`config.mk`:
```
export PLATFORM = sky130hd
export DESIGN_NAME = line_mem_ctrl
export DESIGN_NICKNAME = d
export VERILOG_FILES = /design/src/rtl/line_mem_ctrl.sv
export SDC_FILE = /design/constraint.sdc
export NUM_CORES = 1
export LEC_CHECK = 0
export CAP_MARGIN = 20
export CORE_MARGIN = 2
export CORE_UTILIZATION = 43
export CTS_CLUSTER_DIAMETER = 30
export DETAILED_ROUTE_END_ITERATION = 8
export HOLD_SLACK_MARGIN = 0.06
export PLACE_DENSITY = 0.76
export SLEW_MARGIN = 30
export SYNTH_ARGS = -nofsm -noshare
export SYNTH_HDL_FRONTEND = slang
export SYNTH_SLANG_ARGS = --single-unit
```
`constraint.sdc`:
```
create_clock -name CLK -period 1.6 [get_ports CLK]
set_input_delay 0.24 -clock CLK [delete_from_list [all_inputs] [get_ports CLK]]
set_output_delay 0.24 -clock CLK [all_outputs]
set_load 0.02 [all_outputs]
```
`src/rtl/line_mem_ctrl.sv`:
```
// line_mem_ctrl: memory-side responder for the core's fetch port (read-only)
// and data port (read/write with byte mask). It arbitrates between the two
// ports and serialises each 128-bit line into four 32-bit SRAM beats.
// Optional build macro: LINE_MEM_CTRL_RR_EN selects round-robin arbitration
// on ties; without it the data port always wins a tie.
//
// state      | meaning
// -----------+-----------------------------------------------------------
// S_IDLE     | no transfer; arbitrate and latch the winning request
// S_RD_ISSUE | issue read beats 0..3, capture returning words
// S_RD_DRAIN | capture final read word, load owner's data output
// S_WR_ISSUE | issue write beats 0..3 with per-beat byte enables
// S_DONE     | one-cycle done pulse for the owner port
module line_mem_ctrl #(
  parameter int SRAM_AW = 16
) (
  input  logic               CLK,
  input  logic               RST,
  input  logic               rom_read_i,
  input  logic [31:0]        rom_addr_i,
  output logic [127:0]       rom_data_o,
  output logic               busy1,
  output logic               done1,
  input  logic               ram_read_i,
  input  logic               ram_write_i,
  input  logic [31:0]        ram_addr_i,
  input  logic [127:0]       ram_data_i,
  input  logic [15:0]        ram_mask_i,
  output logic [127:0]       ram_data_o,
  output logic               busy2,
  output logic               done2,
  output logic               sram_en,
  output logic               sram_we,
  output logic [SRAM_AW-1:0] sram_addr,
  output logic [3:0]         sram_be,
  output logic [31:0]        sram_wdata,
  input  logic [31:0]        sram_rdata
);

  typedef enum logic [2:0] {
    S_IDLE,
    S_RD_ISSUE,
    S_RD_DRAIN,
    S_WR_ISSUE,
    S_DONE
  } state_t;

  state_t               r_state;
  state_t               w_next;
  logic                 r_own_data;
  logic [SRAM_AW-3:0]   r_line_addr;
  logic [127:0]         r_wdata;
  logic [15:0]          r_mask;
  logic [1:0]           r_beat;
  logic                 r_rd_pend;
  logic [127:0]         r_rd_line;
  logic [127:0]         r_rom_data;
  logic [127:0]         r_ram_data;

  logic                 w_req_rom;
  logic                 w_req_ram;
  logic                 w_grant_data;
  logic                 w_accept;
  logic                 w_issue;
  logic                 w_wr_beat;
  logic [127:0]         w_line_shift;
  logic                 w_unused;

  assign w_req_rom = rom_read_i;
  assign w_req_ram = ram_read_i | ram_write_i;

`ifdef LINE_MEM_CTRL_RR_EN
  logic r_prio_fetch;

  assign w_grant_data = w_req_ram & (~w_req_rom | ~r_prio_fetch);

  // Tie-break pointer: after a data-port win the fetch port gets the next tie.
  always_ff @(posedge CLK) begin
    if (RST) begin
      r_prio_fetch <= 1'b0;
    end else if (w_accept) begin
      r_prio_fetch <= w_grant_data;
    end
  end
`else
  assign w_grant_data = w_req_ram;
`endif

  assign w_accept     = (r_state == S_IDLE) & (w_req_rom | w_req_ram);
  assign w_issue      = (r_state == S_RD_ISSUE) | (r_state == S_WR_ISSUE);
  assign w_wr_beat    = (r_state == S_WR_ISSUE);
  assign w_line_shift = {sram_rdata, r_rd_line[127:32]};

  // Only the line-address bits are meaningful; the rest wrap or are ignored.
  assign w_unused = &{1'b0, rom_addr_i[31:SRAM_AW+2], rom_addr_i[3:0],
                      ram_addr_i[31:SRAM_AW+2], ram_addr_i[3:0]};

  // State register.
  always_ff @(posedge CLK) begin
    if (RST) begin
      r_state <= S_IDLE;
    end else begin
      r_state <= w_next;
    end
  end

  // Next-state decode and SRAM / handshake outputs.
  always_comb begin
    w_next     = r_state;
    sram_en    = 1'b0;
    sram_we    = 1'b0;
    sram_addr  = '0;
    sram_be    = 4'h0;
    sram_wdata = 32'h0;
    busy1      = 1'b0;
    busy2      = 1'b0;
    done1      = 1'b0;
    done2      = 1'b0;
    case (r_state)
      S_IDLE: begin
        if (w_accept) begin
          // A data request with both ops high is handled as a write.
          w_next = (w_grant_data & ram_write_i) ? S_WR_ISSUE : S_RD_ISSUE;
        end
      end
      S_RD_ISSUE: if (r_beat == 2'd3) w_next = S_RD_DRAIN;
      S_RD_DRAIN: w_next = S_DONE;
      S_WR_ISSUE: if (r_beat == 2'd3) w_next = S_DONE;
      S_DONE:     w_next = S_IDLE;
      default:    w_next = S_IDLE;
    endcase
    if (w_issue) begin
      sram_en   = 1'b1;
      sram_addr = {r_line_addr, r_beat};
    end
    if (w_wr_beat) begin
      sram_we    = 1'b1;
      sram_be    = r_mask[{r_beat, 2'b00} +: 4];
      sram_wdata = r_wdata[{r_beat, 5'b00000} +: 32];
    end
    if (r_state != S_IDLE) begin
      busy1 = ~r_own_data;
      busy2 = r_own_data;
    end
    if (r_state == S_DONE) begin
      done1 = ~r_own_data;
      done2 = r_own_data;
    end
  end

  // Latch the winning request so the ports may change after acceptance.
  always_ff @(posedge CLK) begin
    if (RST) begin
      r_own_data  <= 1'b0;
      r_line_addr <= '0;
      r_wdata     <= '0;
      r_mask      <= '0;
    end else if (w_accept) begin
      r_own_data  <= w_grant_data;
      r_line_addr <= w_grant_data ? ram_addr_i[SRAM_AW+1:4] : rom_addr_i[SRAM_AW+1:4];
      r_wdata     <= ram_data_i;
      r_mask      <= ram_mask_i;
    end
  end

  // Beat counter and read-return shift; a read word arrives the cycle after its beat.
  always_ff @(posedge CLK) begin
    if (RST) begin
      r_beat    <= 2'd0;
      r_rd_pend <= 1'b0;
      r_rd_line <= '0;
    end else begin
      r_beat    <= w_issue ? r_beat + 2'd1 : 2'd0;
      r_rd_pend <= w_issue & ~w_wr_beat;
      if (r_rd_pend) begin
        r_rd_line <= w_line_shift;
      end
    end
  end

  // Owner's line output is loaded on entry to DONE and held until its next read.
  always_ff @(posedge CLK) begin
    if (RST) begin
      r_rom_data <= '0;
      r_ram_data <= '0;
    end else if (r_state == S_RD_DRAIN) begin
      if (r_own_data) begin
        r_ram_data <= w_line_shift;
      end else begin
        r_rom_data <= w_line_shift;
      end
    end
  end

  assign rom_data_o = r_rom_data;
  assign ram_data_o = r_ram_data;

endmodule

```
Word level (Yosys, flattened, before mapping)
Cells that the tools add are included.
{ "word_totals": {"ff_bits": 549, "latchBits": 0, "mem_bits_rw": 0, "rom_bits": 0, "output_inout_bits": 314, "wordCells": 51, "mem_count": 0} }
{ "op_classes": {"n_addsub": 1, "n_mul": 0, "div_mod_pow": 0, "magnitude_cmp": 0, "eq_ne": 8, "shift": 2, "mux": 15, "bitwise": 9, "reduce_logical": 6} }
{ "op_table": {"columns": ["cell", "n"], "rows": [
  ["128-bit by 8-bit indexed part select with 32-bit output", 1],
  ["32-bit 2-to-1 mux", 1],
  ["16-bit 2-to-1 mux", 1],
  ["16-bit by 5-bit indexed part select with 4-bit output", 1],
  ["14-bit 2-to-1 mux", 1],
  ["3-bit one-hot mux with 4 select lines", 1],
  ["3-bit 2-to-1 mux", 3],
  ["3-bit by 2-bit equality test with 1-bit output (second input constant)", 2],
  ["1-bit 2-to-1 mux", 6],
  ["4-bit 2-to-1 mux", 1],
  ["2-bit by 1-bit != test with 1-bit output (second input constant)", 2],
  ["2-bit AND reduction", 2],
  ["1-bit bitwise AND", 3],
  ["3-bit by 1-bit equality test with 1-bit output (second input constant)", 1],
  ["3-bit equality test (second input constant)", 1],
  ["3-bit logical NOT", 1],
  ["1-bit NOT", 3],
  ["1-bit bitwise OR", 3],
  ["3-bit AND reduction", 1],
  ["3-bit nonzero test", 1],
  ["2-bit by 1-bit adder with 2-bit output (second input constant)", 1],
  ["2-bit equality test (second input constant)", 1],
  ["2-bit 2-to-1 mux", 1],
  ["2-bit != test (second input constant)", 1],
  ["2-bit OR reduction", 1]
]} }

Logic depth before layout (Yosys ltp)
{ "depth": {"word_depth": 5, "mapped_depth": 7, "depth_no_buf": 3} }

Worst setup path after synthesis
No wires, ideal clock.
{ "synth_timing": {"path_type": "reg-to-output", "start": "register r_beat[0]", "end": "output port sram_be[0]", "arrival_ns": 1.521, "t_required_ns": 1.360, "slack_ns": -0.161, "stages_incl_launch_ff": 5, "cell_sequence": "dfxtp_1 -> buf_4 -> buf_2 -> mux4_2 -> nor2b_1"} }
{ "synth_via": {"elab_chain_cells": 2} }
{ "synth_rtl": {"columns": ["item", "line", "rtl"], "rows": [
  ["start: declaration", "54", "logic [1:0] r_beat;"],
  ["start signal: assignment", "173", "r_beat <= w_issue ? r_beat + 2'd1 : 2'd0;"],
  ["16-bit by 5-bit indexed part select with 4-bit output", "138", "sram_be = r_mask[{r_beat, 2'b00} +: 4];"],
  ["4-bit 2-to-1 mux", "136", "if (w_wr_beat) begin"],
  ["end: declaration", "35", "output logic [3:0] sram_be,"]
]} }
Every way passes these cells.

Worst setup path in the final report
{ "layout_timing": {"start": "register r_beat[0]", "end": "output port sram_wdata[0]"} }
{ "layout_via": {"elab_chain_cells": 2} }
{ "layout_rtl": {"columns": ["item", "line", "rtl"], "rows": [
  ["128-bit by 8-bit indexed part select with 32-bit output", "139", "sram_wdata = r_wdata[{r_beat, 5'b00000} +: 32];"],
  ["32-bit 2-to-1 mux", "136", null],
  ["end: declaration", "36", "output logic [31:0] sram_wdata,"]
]} }
Every way passes these cells.

==> report_table.html <==
<table>
<tr><th>Metric</th><th>Value</th></tr>
<tr><th colspan="2">Clock tree</th></tr>
<tr><td>Clock transition time at the flip-flop clock pins of the worst setup and hold paths</td><td>0.05 ns</td></tr>
<tr><td>Clk sink count</td><td>517</td></tr>
<tr><td>Number of H-tree levels</td><td>3</td></tr>
<tr><td>Clock buffer depth</td><td>3</td></tr>
<tr><td>Number of CTS-inserted buffers</td><td>105</td></tr>
<tr><td>Root buf cell</td><td>clkbuf_16</td></tr>
<tr><td>Clock insertion delay at the later pin of the skew report</td><td>0.65 ns</td></tr>
<tr><td>Clock tree from TritonCTS</td><td>built</td></tr>
<tr><th colspan="2">Finish</th></tr>
<tr><td>Area added between synthesis and finish</td><td>69.6%</td></tr>
<tr><td>Filler cell count</td><td>2,761</td></tr>
<tr><td>Layout cell share with drive strength beyond 1</td><td>28.6%</td></tr>
<tr><td>Layout Nets</td><td>3,154</td></tr>
<tr><th colspan="2">Synth</th></tr>
<tr><td>Combinational family with the most area after synthesis</td><td>simple AND/OR/NAND/NOR gates</td></tr>
<tr><td>Biggest area contributors in the synthesized netlist</td><td>dfxtp_1 (53%), a21oi_1 (11%), nand2_1 (10%)</td></tr>
<tr><td>Area leader, netlist</td><td>dfxtp_1</td></tr>
<tr><td>Leading cell types by count after synthesis</td><td>nand2_1 (526), dfxtp_1 (517), a21oi_1 (415)</td></tr>
<tr><td>Mean instance size in the synthesized netlist</td><td>8.55 um^2</td></tr>
<tr><td>Area fraction of the dominant cell type after synthesis</td><td>52.6%</td></tr>
<tr><td>Number of distinct library cell variants in the gate-level netlist after synthesis</td><td>34</td></tr>
<tr><td>Adder and majority gate portion of the synthesized area</td><td>0.0636%</td></tr>
<tr><td>Post-synth EDFFs</td><td>0</td></tr>
<tr><td>Basic-gate share of the synthesized area counting and, or, nand and nor cells</td><td>18.2%</td></tr>
<tr><td>Netlist area before placement</td><td>19,700 um^2</td></tr>
<tr><td>Gate count after technology mapping</td><td>2,300</td></tr>
<tr><td>Fraction of the mapped netlist area in compound gates</td><td>15.3%</td></tr>
<tr><td>Mapped Nets</td><td>2,546</td></tr>
<tr><td>Share of the yosys chip area belonging to registers</td><td>52.6%</td></tr>
<tr><td>Most numerous cell in the Yosys netlist</td><td>nand2_1</td></tr>
<tr><td>Async set-or-reset flop fraction in the synthesized netlist</td><td>0%</td></tr>
<tr><td>Fraction of synthesized area in multiplexers</td><td>9.06%</td></tr>
<tr><td>YS warnings</td><td>0</td></tr>
<tr><td>Seq cells post-synth</td><td>517</td></tr>
<tr><td>Synth Area in XOR/XNOR</td><td>0%</td></tr>
<tr><td>Most frequently used flop master after synthesis</td><td>dfxtp_1</td></tr>
<tr><th colspan="2">Power and ir drop</th></tr>
<tr><td>P per Cell Area</td><td>1460 nW/um^2</td></tr>
<tr><td>Worst IR drop on VDD</td><td>1.28 mV</td></tr>
<tr><td>Lkg Pwr</td><td>13.1 nW</td></tr>
<tr><th colspan="2">Run status</th></tr>
<tr><td>Violations in the final reports</td><td>setup timing</td></tr>
<tr><td>Outcome</td><td>finished, violations left</td></tr>
<tr><th colspan="2">Timing</th></tr>
<tr><td>Period utilization</td><td>149%</td></tr>
<tr><td>Final Max Slew Viols</td><td>0</td></tr>
<tr><td>Transition time of the tightest slew-check pin</td><td>0.560 ns</td></tr>
<tr><td>Clock tree skew after final layout</td><td>0.0274 ns</td></tr>
<tr><td>Number of failing setup endpoints in the final timing report</td><td>583</td></tr>
<tr><td>Final worst path period need</td><td>2.39 ns</td></tr>
<tr><td>Final sum of negative setup slack</td><td>-141.88 ns</td></tr>
<tr><td>Maximum operating frequency</td><td>419 MHz</td></tr>
<tr><td>Setup repair after global routing missed its margin</td><td>true</td></tr>
<tr><td>Worst setup slack after layout</td><td>-0.788 ns</td></tr>
<tr><td>Number of endpoints with negative hold slack in the final report</td><td>0</td></tr>
<tr><td>Worst slew slack as a fraction of its limit</td><td>62.7%</td></tr>
<tr><th colspan="2">Worst setup path</th></tr>
<tr><td>Arrival time at the worst endpoint</td><td>2.15 ns</td></tr>
<tr><td>Worst Reg-to-Reg Cells</td><td>9</td></tr>
<tr><td>Worst Path Max Fanout</td><td>9</td></tr>
<tr><td>WS Path Type</td><td>reg2out</td></tr>
<tr><td>Required time of the critical path</td><td>1.36 ns</td></tr>
<tr><td>Type of element launching the critical path</td><td>flop</td></tr>
<tr><td>Setup crit end kind</td><td>output port</td></tr>
<tr><th colspan="2">Worst hold path</th></tr>
<tr><td>Number of stages on the worst hold path</td><td>3</td></tr>
<tr><td>Tightest Hold Check Type</td><td>in2reg</td></tr>
<tr><th colspan="2">Route</th></tr>
<tr><td>Detail-routed net length per standard cell</td><td>25.0 um</td></tr>
<tr><td>Number of search-and-repair iterations in the first detailed-routing pass</td><td>6</td></tr>
<tr><td>Total number of vias</td><td>21,289</td></tr>
<tr><td>DRC violations left</td><td>0</td></tr>
<tr><td>First DRT Iteration DRCs</td><td>2,513</td></tr>
<tr><td>DRT antenna net count</td><td>0</td></tr>
<tr><td>Vias per Instance</td><td>5.91</td></tr>
<tr><td>Final wirelength</td><td>90.0 mm</td></tr>
<tr><th colspan="2">Global routing</th></tr>
<tr><td>Antenna violations before repair</td><td>2</td></tr>
<tr><td>Met3 Resource Use GR</td><td>10.1%</td></tr>
<tr><td>Vias in the first global route</td><td>19,898</td></tr>
<tr><td>Grt peak-use layer</td><td>met2</td></tr>
<tr><td>Global-route met2 utilization</td><td>54.1%</td></tr>
<tr><td>Global Route met1 Usage</td><td>35.7%</td></tr>
<tr><td>Global-route total usage across every layer</td><td>31.6%</td></tr>
<tr><td>Total global routing overflow</td><td>0</td></tr>
<tr><td>Largest net degree at the start of global routing</td><td>107</td></tr>
<tr><td>First-pass GRT wire length</td><td>116 mm</td></tr>
<tr><th colspan="2">Die</th></tr>
<tr><td>Total I/O pin count</td><td>559</td></tr>
<tr><td>Placement row count</td><td>78</td></tr>
<tr><td>DIE AREA</td><td>47,500 um^2</td></tr>
<tr><td>Die Span X</td><td>218 um</td></tr>
<tr><td>Die extent in y</td><td>218 um</td></tr>
<tr><td>Starting utilization of the core area</td><td>43.5%</td></tr>
<tr><td>Core region area</td><td>45,300 um^2</td></tr>
<tr><th colspan="2">Placement</th></tr>
<tr><td>Half-perimeter wire length after detailed placement</td><td>46.4 mm</td></tr>
<tr><td>Global placement routability congestion</td><td>0.919</td></tr>
<tr><td>Setup Slack @ Placement</td><td>-0.449 ns</td></tr>
<tr><td>IO Port Bufs</td><td>522</td></tr>
<tr><th colspan="2">Flow run</th></tr>
<tr><td>Max-cap viol count</td><td>0</td></tr>
</table>
==> stage by stage <==
stage	area [um^2]	hold WS [ns]	std cells	power (mW)	util, %
floorplan	19700	0.376	2300	18.7	-
global placement	25900	0.442	3289	21.5	57.1
detailed placement	25900	0.447	3289	21.7	57.1
CTS	31000	0.138	3545	47.1	68.5
global route	33400	0.170	3601	50.1	73.7
finish	33400	0.170	3601	48.9	73.7
==> logic make-up after synthesis <==
| kind of cell | Yosys count |
|---|---|
| and+or+nand+nor | 843 |
| AOI/OAI and AO/OA | 591 |
| DFF | 517 |
| buffers and inverters | 215 |
| muxes | 133 |
| adders and majority gates | 1 |
==> cell type report <==
cell class / count / area (um^2) / share of cell area [%]
repair buffers: 712 / 8160 / 24.5
diodes: 1 / 2.50 / 0.00750
clock buffers: 129 / 2920 / 8.75
multi-input cells: 1569 / 10100 / 30.4
clock inverters: 70 / 1010 / 3.02
inverters: 3 / 21.3 / 0.0637
flip-flops and latches: 517 / 10400 / 31.1
well taps: 600 / 751 / 2.25
==> metal layers <==
layer / part of all wire (%) / wire length, um / vias up
li1: - / - / 9104
met1: 35 / 31400 / 10231
met2: 48 / 42800 / 1528
met3: 11 / 9980 / 424
met4: 6.4 / 5800 / 2
met5: 0.013 / 12 / -
==> worst max-delay path, stage by stage (launching register included) <==
cell and delay, ns:
dfxtp_4 0.41, buf_16 0.17, buf_12 0.12, mux4_2 0.49, nor2b_1 0.17, buf_4 0.16
==> timing repair <==
action | 4_1_cts | 5_1_grt
gates cloned | 27 | 33
pin swaps | 73 | 190
setup endpoints to repair | 581 | 577
endpoints found under the hold margin | 41 | 0
hold buffers | 1 | 0
buffers inserted | 29 | 33
gates resized for setup | 801 | 417
==> placed cells by master (no fill, tap or decap), types with 5 or more instances in the layout <==
cell             count
o21ai_0            159
clkdlybuf4s15_1     62
bufinv_16           21
buf_4               59
nand3_1            144
a311oi_1            14
nand2_4            132
inv_6                9
buf_2               27
a21oi_2            139
clkbuf_16          131
buf_6               48
clkinv_2            16
nor2_1             101
buf_12              55
mux2i_1             97
mux4_2              36
clkdlybuf4s50_1    207
dfxtp_1            511
clkbuf_1             6
nand2_2             37
clkinvlp_4          15
nor2b_1             35
and2_4              17
buf_8                7
dfxtp_4              5
nand2_1            357
buf_16              27
clkbuf_8            16
dlygate4sd2_1      159
clkinv_4             8
clkdlybuf4s15_2     35
a21oi_1            276
==> sequential cells by signal, summed over array words and instances (netlist names) <==
signal and flops:
ram_data_o 128, r_mask 16, rom_data_o 128, r_line_addr 14, r_beat 2, r_state 3
r_own_data 1, r_rd_line 96, r_wdata 128, r_rd_pend 1
==> power by group <==
| group | total, mW | switching (mW) | internal (mW) |
|---|---|---|---|
| Sequential | 14.8 | 0.822 | 13.9 |
| Combinational | 10.1 | 5.35 | 4.72 |
| Clock | 24.1 | 7.68 | 16.4 |
==> final timing paths <==
kind	startpoint	end	slack, ns
min	ram_mask_i[15]	r_mask[15]$_SDFFE_PP0P_	0.17
max reg2reg	r_state[1]$_SDFFE_PP0P_	rom_data_o[42]$_SDFFE_PP0P_	-0.46
min reg2reg	ram_data_o[107]$_SDFFE_PP0P_	ram_data_o[107]$_SDFFE_PP0P_	0.45
max	r_beat[0]$_SDFF_PP0_	sram_wdata[0]	-0.79
(Power assumes the default switching activity.)
